===== src/rtl/dmem_ctrl_if.sv =====
// Bundle of the two requester ports and the word-wide memory port of dmem_ctrl.
// slave is the controller's view; master is the requesters-plus-memory view.
interface dmem_ctrl_if;
  logic        req_0;
  logic        we_0;
  logic [10:0] addr_0;
  logic [1:0]  size_0;
  logic        uns_0;
  logic [31:0] wdata_0;
  logic        gnt_0;
  logic        rvalid_0;
  logic [31:0] rdata_0;
  logic        err_0;

  logic        req_1;
  logic        we_1;
  logic [10:0] addr_1;
  logic [1:0]  size_1;
  logic        uns_1;
  logic [31:0] wdata_1;
  logic        gnt_1;
  logic        rvalid_1;
  logic [31:0] rdata_1;
  logic        err_1;

  logic        mem_st_en;
  logic [10:0] mem_addr;
  logic [31:0] mem_st_data;
  logic [31:0] mem_ld_data;

  modport slave (
    input  req_0, we_0, addr_0, size_0, uns_0, wdata_0,
    input  req_1, we_1, addr_1, size_1, uns_1, wdata_1,
    input  mem_ld_data,
    output gnt_0, rvalid_0, rdata_0, err_0,
    output gnt_1, rvalid_1, rdata_1, err_1,
    output mem_st_en, mem_addr, mem_st_data
  );

  modport master (
    output req_0, we_0, addr_0, size_0, uns_0, wdata_0,
    output req_1, we_1, addr_1, size_1, uns_1, wdata_1,
    output mem_ld_data,
    input  gnt_0, rvalid_0, rdata_0, err_0,
    input  gnt_1, rvalid_1, rdata_1, err_1,
    input  mem_st_en, mem_addr, mem_st_data
  );
endinterface


===== src/rtl/dmem_ctrl.sv =====
// Two-port data-memory controller: arbitrates byte/half/word loads and stores
// onto one word-wide memory, using read-modify-write for sub-word stores.
module dmem_ctrl #(
  parameter bit RR_EN = 1'b1
) (
  input  logic       clk_i,
  input  logic       rst_i,
  dmem_ctrl_if.slave bus
);
  typedef enum logic [1:0] {IDLE, RD, WR, RESP} state_t;

  state_t state, state_nxt;

  logic        ptr;
  logic        sel_q;
  logic        we_q;
  logic        uns_q;
  logic        err_q;
  logic [1:0]  size_q;
  logic [10:0] addr_q;
  logic [31:0] wdata_q;
  logic [31:0] word_q;

  logic        any_req;
  logic        pick;
  logic        grant;
  logic        p_we;
  logic        p_uns;
  logic        p_mis;
  logic [1:0]  p_size;
  logic [10:0] p_addr;
  logic [31:0] p_wdata;

  logic [31:0] merged;
  logic [31:0] ld_val;
  logic [31:0] resp_data;
  logic [7:0]  ld_byte;
  logic [15:0] ld_half;
  logic        in_resp;
  logic        mem_phase;

  function automatic logic misaligned(input logic [1:0] size, input logic [1:0] lo);
    logic mis;
    case (size)
      2'b00:   mis = 1'b0;
      2'b01:   mis = lo[0];
      2'b10:   mis = (lo != 2'b00);
      default: mis = 1'b1;
    endcase
    return mis;
  endfunction

  // Requester selection; with a single request the pointer is irrelevant.
  always_comb begin
    any_req = bus.req_0 | bus.req_1;
    if (bus.req_0 && bus.req_1) pick = RR_EN ? ptr : 1'b0;
    else                        pick = bus.req_1;
    if (pick) begin
      p_we    = bus.we_1;
      p_uns   = bus.uns_1;
      p_size  = bus.size_1;
      p_addr  = bus.addr_1;
      p_wdata = bus.wdata_1;
    end else begin
      p_we    = bus.we_0;
      p_uns   = bus.uns_0;
      p_size  = bus.size_0;
      p_addr  = bus.addr_0;
      p_wdata = bus.wdata_0;
    end
    p_mis = misaligned(p_size, p_addr[1:0]);
  end

  assign grant = (state == IDLE) && any_req && !rst_i;

  always_comb begin
    state_nxt = state;
    case (state)
      IDLE: begin
        if (any_req) begin
          if (p_mis)                         state_nxt = RESP;
          else if (p_we && p_size == 2'b10)  state_nxt = WR;
          else                               state_nxt = RD;
        end
      end
      RD:      state_nxt = we_q ? WR : RESP;
      WR:      state_nxt = RESP;
      RESP:    state_nxt = IDLE;
      default: state_nxt = IDLE;
    endcase
  end

  always_ff @(posedge clk_i) begin
    if (rst_i) begin
      state <= IDLE;
      ptr   <= 1'b0;
    end else begin
      state <= state_nxt;
      if (grant) ptr <= ~ptr;
    end
  end

  always_ff @(posedge clk_i) begin
    if (rst_i) begin
      sel_q   <= 1'b0;
      we_q    <= 1'b0;
      uns_q   <= 1'b0;
      err_q   <= 1'b0;
      size_q  <= 2'b00;
      addr_q  <= 11'h000;
      wdata_q <= 32'h0;
      word_q  <= 32'h0;
    end else begin
      if (grant) begin
        sel_q   <= pick;
        we_q    <= p_we;
        uns_q   <= p_uns;
        err_q   <= p_mis;
        size_q  <= p_size;
        addr_q  <= p_addr;
        wdata_q <= p_wdata;
      end
      if (state == RD) word_q <= bus.mem_ld_data;
    end
  end

  // Sub-word store: replace only the addressed lane(s) of the captured word.
  always_comb begin
    merged = word_q;
    if (size_q == 2'b00) begin
      case (addr_q[1:0])
        2'b00:   merged[7:0]   = wdata_q[7:0];
        2'b01:   merged[15:8]  = wdata_q[7:0];
        2'b10:   merged[23:16] = wdata_q[7:0];
        default: merged[31:24] = wdata_q[7:0];
      endcase
    end else if (addr_q[1]) begin
      merged[31:16] = wdata_q[15:0];
    end else begin
      merged[15:0] = wdata_q[15:0];
    end
  end

  always_comb begin
    case (addr_q[1:0])
      2'b00:   ld_byte = word_q[7:0];
      2'b01:   ld_byte = word_q[15:8];
      2'b10:   ld_byte = word_q[23:16];
      default: ld_byte = word_q[31:24];
    endcase
    ld_half = addr_q[1] ? word_q[31:16] : word_q[15:0];
    case (size_q)
      2'b00:   ld_val = uns_q ? {24'h0, ld_byte} : {{24{ld_byte[7]}}, ld_byte};
      2'b01:   ld_val = uns_q ? {16'h0, ld_half} : {{16{ld_half[15]}}, ld_half};
      default: ld_val = word_q;
    endcase
  end

  assign in_resp   = (state == RESP) && !rst_i;
  assign resp_data = (err_q || we_q) ? 32'h0 : ld_val;
  assign mem_phase = (state == RD) || (state == WR);

  assign bus.gnt_0    = grant && !pick;
  assign bus.gnt_1    = grant && pick;
  assign bus.rvalid_0 = in_resp && !sel_q;
  assign bus.rvalid_1 = in_resp && sel_q;
  assign bus.err_0    = in_resp && !sel_q && err_q;
  assign bus.err_1    = in_resp && sel_q && err_q;
  assign bus.rdata_0  = (in_resp && !sel_q) ? resp_data : 32'h0;
  assign bus.rdata_1  = (in_resp && sel_q) ? resp_data : 32'h0;

  // Write enable is gated by reset so an interrupted RMW never lands.
  assign bus.mem_st_en   = (state == WR) && !rst_i;
  assign bus.mem_addr    = mem_phase ? {addr_q[10:2], 2'b00} : 11'h000;
  assign bus.mem_st_data = (state == WR) ? ((size_q == 2'b10) ? wdata_q : merged) : 32'h0;
endmodule


===== src/flat_wrapper.sv =====
// flat-port wrapper written by rule: the top's interface ports become plain ports
module dmem_ctrl_flat 
#(
  parameter bit RR_EN = 1'b1
)
  (clk_i, rst_i, bus_req_0, bus_we_0, bus_addr_0, bus_size_0, bus_uns_0, bus_wdata_0, bus_req_1, bus_we_1, bus_addr_1, bus_size_1, bus_uns_1, bus_wdata_1, bus_mem_ld_data, bus_gnt_0, bus_rvalid_0, bus_rdata_0, bus_err_0, bus_gnt_1, bus_rvalid_1, bus_rdata_1, bus_err_1, bus_mem_st_en, bus_mem_addr, bus_mem_st_data);
  dmem_ctrl_if bus_i ();
  input  logic clk_i;
  input  logic rst_i;
  input wire logic [$bits(bus_i.req_0)-1:0] bus_req_0;
  input wire logic [$bits(bus_i.we_0)-1:0] bus_we_0;
  input wire logic [$bits(bus_i.addr_0)-1:0] bus_addr_0;
  input wire logic [$bits(bus_i.size_0)-1:0] bus_size_0;
  input wire logic [$bits(bus_i.uns_0)-1:0] bus_uns_0;
  input wire logic [$bits(bus_i.wdata_0)-1:0] bus_wdata_0;
  input wire logic [$bits(bus_i.req_1)-1:0] bus_req_1;
  input wire logic [$bits(bus_i.we_1)-1:0] bus_we_1;
  input wire logic [$bits(bus_i.addr_1)-1:0] bus_addr_1;
  input wire logic [$bits(bus_i.size_1)-1:0] bus_size_1;
  input wire logic [$bits(bus_i.uns_1)-1:0] bus_uns_1;
  input wire logic [$bits(bus_i.wdata_1)-1:0] bus_wdata_1;
  input wire logic [$bits(bus_i.mem_ld_data)-1:0] bus_mem_ld_data;
  output wire logic [$bits(bus_i.gnt_0)-1:0] bus_gnt_0;
  output wire logic [$bits(bus_i.rvalid_0)-1:0] bus_rvalid_0;
  output wire logic [$bits(bus_i.rdata_0)-1:0] bus_rdata_0;
  output wire logic [$bits(bus_i.err_0)-1:0] bus_err_0;
  output wire logic [$bits(bus_i.gnt_1)-1:0] bus_gnt_1;
  output wire logic [$bits(bus_i.rvalid_1)-1:0] bus_rvalid_1;
  output wire logic [$bits(bus_i.rdata_1)-1:0] bus_rdata_1;
  output wire logic [$bits(bus_i.err_1)-1:0] bus_err_1;
  output wire logic [$bits(bus_i.mem_st_en)-1:0] bus_mem_st_en;
  output wire logic [$bits(bus_i.mem_addr)-1:0] bus_mem_addr;
  output wire logic [$bits(bus_i.mem_st_data)-1:0] bus_mem_st_data;
  assign bus_i.req_0 = bus_req_0;
  assign bus_i.we_0 = bus_we_0;
  assign bus_i.addr_0 = bus_addr_0;
  assign bus_i.size_0 = bus_size_0;
  assign bus_i.uns_0 = bus_uns_0;
  assign bus_i.wdata_0 = bus_wdata_0;
  assign bus_i.req_1 = bus_req_1;
  assign bus_i.we_1 = bus_we_1;
  assign bus_i.addr_1 = bus_addr_1;
  assign bus_i.size_1 = bus_size_1;
  assign bus_i.uns_1 = bus_uns_1;
  assign bus_i.wdata_1 = bus_wdata_1;
  assign bus_i.mem_ld_data = bus_mem_ld_data;
  assign bus_gnt_0 = bus_i.gnt_0;
  assign bus_rvalid_0 = bus_i.rvalid_0;
  assign bus_rdata_0 = bus_i.rdata_0;
  assign bus_err_0 = bus_i.err_0;
  assign bus_gnt_1 = bus_i.gnt_1;
  assign bus_rvalid_1 = bus_i.rvalid_1;
  assign bus_rdata_1 = bus_i.rdata_1;
  assign bus_err_1 = bus_i.err_1;
  assign bus_mem_st_en = bus_i.mem_st_en;
  assign bus_mem_addr = bus_i.mem_addr;
  assign bus_mem_st_data = bus_i.mem_st_data;
  dmem_ctrl #(.RR_EN(RR_EN)) u_core (.clk_i(clk_i), .rst_i(rst_i), .bus(bus_i));
endmodule

===== config.mk =====
export PLATFORM = sky130hd
export DESIGN_NAME = dmem_ctrl_flat
export DESIGN_NICKNAME = d
export VERILOG_FILES = /design/src/rtl/dmem_ctrl_if.sv /design/src/rtl/dmem_ctrl.sv /design/src/flat_wrapper.sv
export SDC_FILE = /design/constraint.sdc
export NUM_CORES = 1
export LEC_CHECK = 0
export BUFFER_PORTS_ARGS = -buffer_cell sky130_fd_sc_hd__buf_2
export CORE_MARGIN = 8
export CORE_UTILIZATION = 49
export CTS_CLUSTER_SIZE = 8
export DETAILED_ROUTE_END_ITERATION = 8
export PLACE_DENSITY = 0.8
export SYNTH_ARGS = -nofsm -noshare
export SYNTH_HDL_FRONTEND = slang
export SYNTH_SLANG_ARGS = --single-unit

===== constraint.sdc =====
create_clock -name clk_i -period 2.3 [get_ports clk_i]
set_clock_uncertainty 0.05 [all_clocks]
set_input_delay 0.115 -clock clk_i [delete_from_list [all_inputs] [get_ports clk_i]]
set_output_delay 0.115 -clock clk_i [all_outputs]
set_load 0.01 [all_outputs]

Yosys cells after proc, flatten, opt, wreduce, memory -nomap -nowiden
Cells that the tools add are included.
{ "word_totals": {"latch_bits": 0, "memories": 0, "rom_bits": 0, "wordCells": 75, "regBits": 84, "input_bits": 130, "output_inout_bits": 114, "ramBits": 0} }
{ "op_classes": {"n_mul": 0, "n_div": 0, "n_reduce_logical": 23, "addsub": 0, "n_eq_ne": 10, "muxes": 30, "n_bitwise": 2, "order_cmp": 0, "shifts": 0} }
{ "ops": {"columns": ["op", "count"], "rows": [
  ["$mux W32", 9],
  ["$pmux W32 S2", 1],
  ["$mux W16", 3],
  ["$mux W8", 4],
  ["$pmux W8 S3", 1],
  ["$mux W11", 2],
  ["$logic_and A1 B1 Y1", 12],
  ["$eq A2 B2 Y1 const B", 5],
  ["$eq A2 B1 Y1 const B", 4],
  ["$logic_not A2 Y1", 4],
  ["$mux W2", 4],
  ["$pmux W2 S4", 1],
  ["$mux W1", 4],
  ["$logic_not A1 Y1", 3],
  ["$pmux W1 S3", 1],
  ["$reduce_or A3 Y1", 1],
  ["$logic_or A1 B1 Y1", 2],
  ["$ne A2 B1 Y1 const B", 1],
  ["$reduce_bool A2 Y1", 1],
  ["$not A1 Y1", 1],
  ["$or A1 B1 Y1", 1]
]} }

Longest topological paths before layout
{ "depth": {"depth_word": 9, "mapped_depth": 7, "depth_no_buf": 6} }

Worst setup path after synthesis
OpenSTA, ideal clock, no wires.
{ "synth_path": {"path_type": "reg-to-reg", "start": "register u_core.state[0]", "end": "register u_core.state[0]", "stages_incl_launch_ff": 6, "path_slack_ns": 0.661, "setup_ns": 0.091, "t_arrival_ns": 1.498, "path_cell_list": "dfxtp_1 > inv_1 > ha_1 > or3b_2 > and2_1 > a311oi_1"} }
{ "synth_between": {"elab_chain_cells": 2, "word_cells_on_any_way": 6, "cone_classes": "eq/ne: 4; mux: 1; reduce/logical: 1"} }
{ "synth_rtl": {"columns": ["element", "line_no", "source"], "rows": [
  ["from (decl)", "dmem_ctrl.sv:12", "state_t state, state_nxt;"],
  ["from (signal assigned)", "dmem_ctrl.sv:98", "state <= state_nxt;"],
  ["$eq A2 B2 Y1, or another cell as far along", "dmem_ctrl.sv:78", "case (state)"],
  ["$pmux W2 S4 or $ne A2 B1 Y1 (tied branches)", null, null]
]} }
Several ways; a longest one is shown, not always the timed one.
A chain may end at the register's enable or synchronous reset.

Worst setup path in the final report
{ "layout_path": {"start": "register u_core.size_q[1]", "end": "output bus_mem_st_data[16]"} }
{ "layout_between": {"elab_chain_cells": 4, "word_cells_on_any_way": 5, "cone_classes": "eq/ne: 1; mux: 3; reduce/logical: 1"} }
{ "layout_rtl": {"columns": ["element", "line_no", "source"], "rows": [
  ["from (decl)", "dmem_ctrl.sv:19", "logic [1:0] size_q;"],
  ["from (signal assigned)", "dmem_ctrl.sv:119", "size_q <= p_size;"],
  ["$logic_not A2 Y1", "dmem_ctrl.sv:130", "if (size_q == 2'b00) begin"],
  ["$mux W32", "dmem_ctrl.sv:130", null],
  ["$mux W32 (*) (2 in series)", "dmem_ctrl.sv:175", "assign bus.mem_st_data = (state == WR) ? ((size_q == 2'b10) ? wdata_q : merged) : 32'h0;"],
  ["to (decl)", "flat_wrapper.sv:33", "output wire logic [$bits(bus_i.mem_st_data)-1:0] bus_mem_st_data;"]
]} }
Every way passes the cells marked *; elsewhere a longest branch is shown, timed or not.

==> metrics.txt <==
Synth Register Bits 84; Distinct cells, synth 46; Crit Path Category reg -> out; Die H 123 um; routed vias 6345; Slew @ Worst Pin 895 ps; Max Fclk 0.450 GHz; Final Hold Fails 0; final wirelength 21900 um; Post-DRT Antenna Nets 0; synth warn 0; Vias/cell 5.75; largest net degree at the start of global routing 84; Final Setup Violations 0; number of synthesized flops with an enable pin 0; H-tree levels 3; share of post-route cells with drive strength above 1 33.1%; CP max FO 10; startpoint types flop; outcome finished clean; clock buffer depth 2; antenna diode count 0; R2R Setup Slk 160 ps; P&R area growth vs syn 37.3%; RSZ-0062 raised after global routing true; Async SR Flop Fraction 0%; vias in the first global route 6185; Initial Utilization 49.9%; worst-path cell chain or2_0 -> buf_4 -> o21ai_4 -> mux2i_1 -> a21oi_1 -> buf_2; Main synth FF type dfxtp_1; min Tclk post-route 2220 ps; initial antenna violation count 0; Slew Limit Fails 0; setup TNS 0 ps; post-DP HPWL 16100 um; maximum VDD drop 0.629 mV; Mean Syn Cell Area 8.03 um^2; clock transition at the registers of the reported paths 60 ps; Post-Syn Instances 703; PD cells 1110 mW/mm^2; # DRC 0; most frequent cells in the layout buf_2, nor2_1, mux2i_1; core area 0.0113 mm^2; initial DRC count 610; TritonCTS clock tree done; most common cell after layout, fill and taps aside buf_2; first-pass GRT wire length 32900 um; io pins 244; clk sinks 84; DR pass1 iterations 5; worst rel slew slack 40.3%; maxcap violations 0; drt wl/cell 19.8 um; Synth Cell Area 0.00564 mm^2; Port Buffers 241; grt ovf 0; post-layout util 68.5%; Post CTS Setup Buffer Count 0; fin nets 1092; die width 123 um; Setup crit end kind output pin; Skew-Pair Late Insertion Delay 340 ps; CP max-delay cell dfxtp_2; WP buf/inv 2; delay-heaviest family, CP flip-flops; Data required, critical path 2130 ps; Leak Pwr 3.67 nW; sequential fraction of the synthesis area 29.8%; final RePlAce weighted congestion 0.939; period utilisation layout 96.6%; Hold Path Class in -> reg; Crit path arrival time 2060 ps; CTS Root Cell clkbuf_16; number of CTS-inserted buffers 9; num rows 39; CP max stage delay 400 ps; Total GRT Usage 27.8%; area of the die 0.0152 mm^2
==> cell type report <==
cell class / instances / area [um^2]
Multi-Input combinational cell: 544 / 3660
Fill cell: 941 / 3570
Timing Repair Buffer: 307 / 1880
Sequential cell: 84 / 1690
Clock buffer: 12 / 256
Tap cell: 143 / 179
Inverter: 10 / 42.5
Clock inverter: 2 / 35.0
Timing Repair inverter: 1 / 7.51
==> state kept, by name, summed over array words and instances, names as in the netlist <==
register and flops:
u_core.we_q 1, u_core.err_q 1, u_core.addr_q 11, u_core.sel_q 1, u_core.state 2, u_core.size_q 2
u_core.wdata_q 32, u_core.word_q 32, u_core.ptr 1, u_core.uns_q 1
==> path summary, 6_finish.rpt <==
check / endpoint / startpoint / cells after the start
worst min register to register: u_core.wdata_q[30] / u_core.wdata_q[30] / 2
worst max register to register: u_core.wdata_q[28] / u_core.state[1] / 7
worst max-delay path: bus_mem_st_data[16] / u_core.size_q[1] / 6
worst min-delay path: u_core.word_q[19] / bus_mem_ld_data[19] / 3
==> cell usage after synthesis, types with 8 or more instances <==
cell,count,area [um^2]
nor2b_1,16,100
buf_2,23,115
dfxtp_1,84,1680
o21a_1,20,150
clkbuf_1,29,109
inv_1,9,33.8
o21ai_0,18,90.1
nor2_1,152,571
nand2_1,37,139
a211oi_1,43,323
o22ai_1,17,106
mux2i_1,104,1040
a21oi_1,25,125
o221ai_1,8,70.1
o221ai_2,8,120
and2_1,12,75.1
and3_1,14,87.6
==> worst min-delay path: cells and delay by family <==
family                 cells  cell delay [ps]
and+or+nand+nor            1               80
buffers and inverters      1               90
muxes                      1               80
==> metal layers <==
metal	wire length [um]	share of wire [%]	global-route usage, %	vias up
met5	0	0	0	-
met4	972	4.4	15.6	0
met2	9920	45	44.9	382
li1	-	-	-	3041
met3	2450	11	7.44	70
met1	8540	39	32.9	2852
==> through the flow <==
stage               hold slack, ps  power [mW]  setup WS [ps]  cells  area (um^2)
global route                  10.4        9.17           7.47   1103         7750
detailed placement             306        6.82            294   1046         6960
CTS                           1.44        8.39           14.6   1101         7670
finish                        15.0        8.59           78.6   1103         7750
global placement               296        6.75            346   1046         6960
floorplan                      212        5.51            661    704         5650
==> repair_timing <==
action	in CTS	in global routing
gates resized for setup	4	16
pin swaps	0	1
endpoints found under the hold margin	35	0
hold buffers	41	0
setup endpoints to repair	35	59
gates cloned	0	2
==> cells by family after synthesis <==
family / count (synthesis) / synth area share (%)
xor gates and xnor gates: 1 / 0.155
buffers and inverters: 76 / 6.50
DFF: 84 / 29.8
and+or+nand+nor: 246 / 19.0
adders and majority gates: 5 / 1.11
other: 1 / 0.0664
AOI/OAI and AO/OA: 183 / 24.1
muxes: 107 / 19.2
==> report_power, final <==
group	leakage [nW]	internal [mW]	switching, mW	total, mW
logic	2.83	1.97	2.65	4.61
registers	0.694	1.92	0.622	2.54
clock network	0.145	0.887	0.555	1.44
total	3.67	4.77	3.82	8.59
Power figures use the tool's default switching activity.
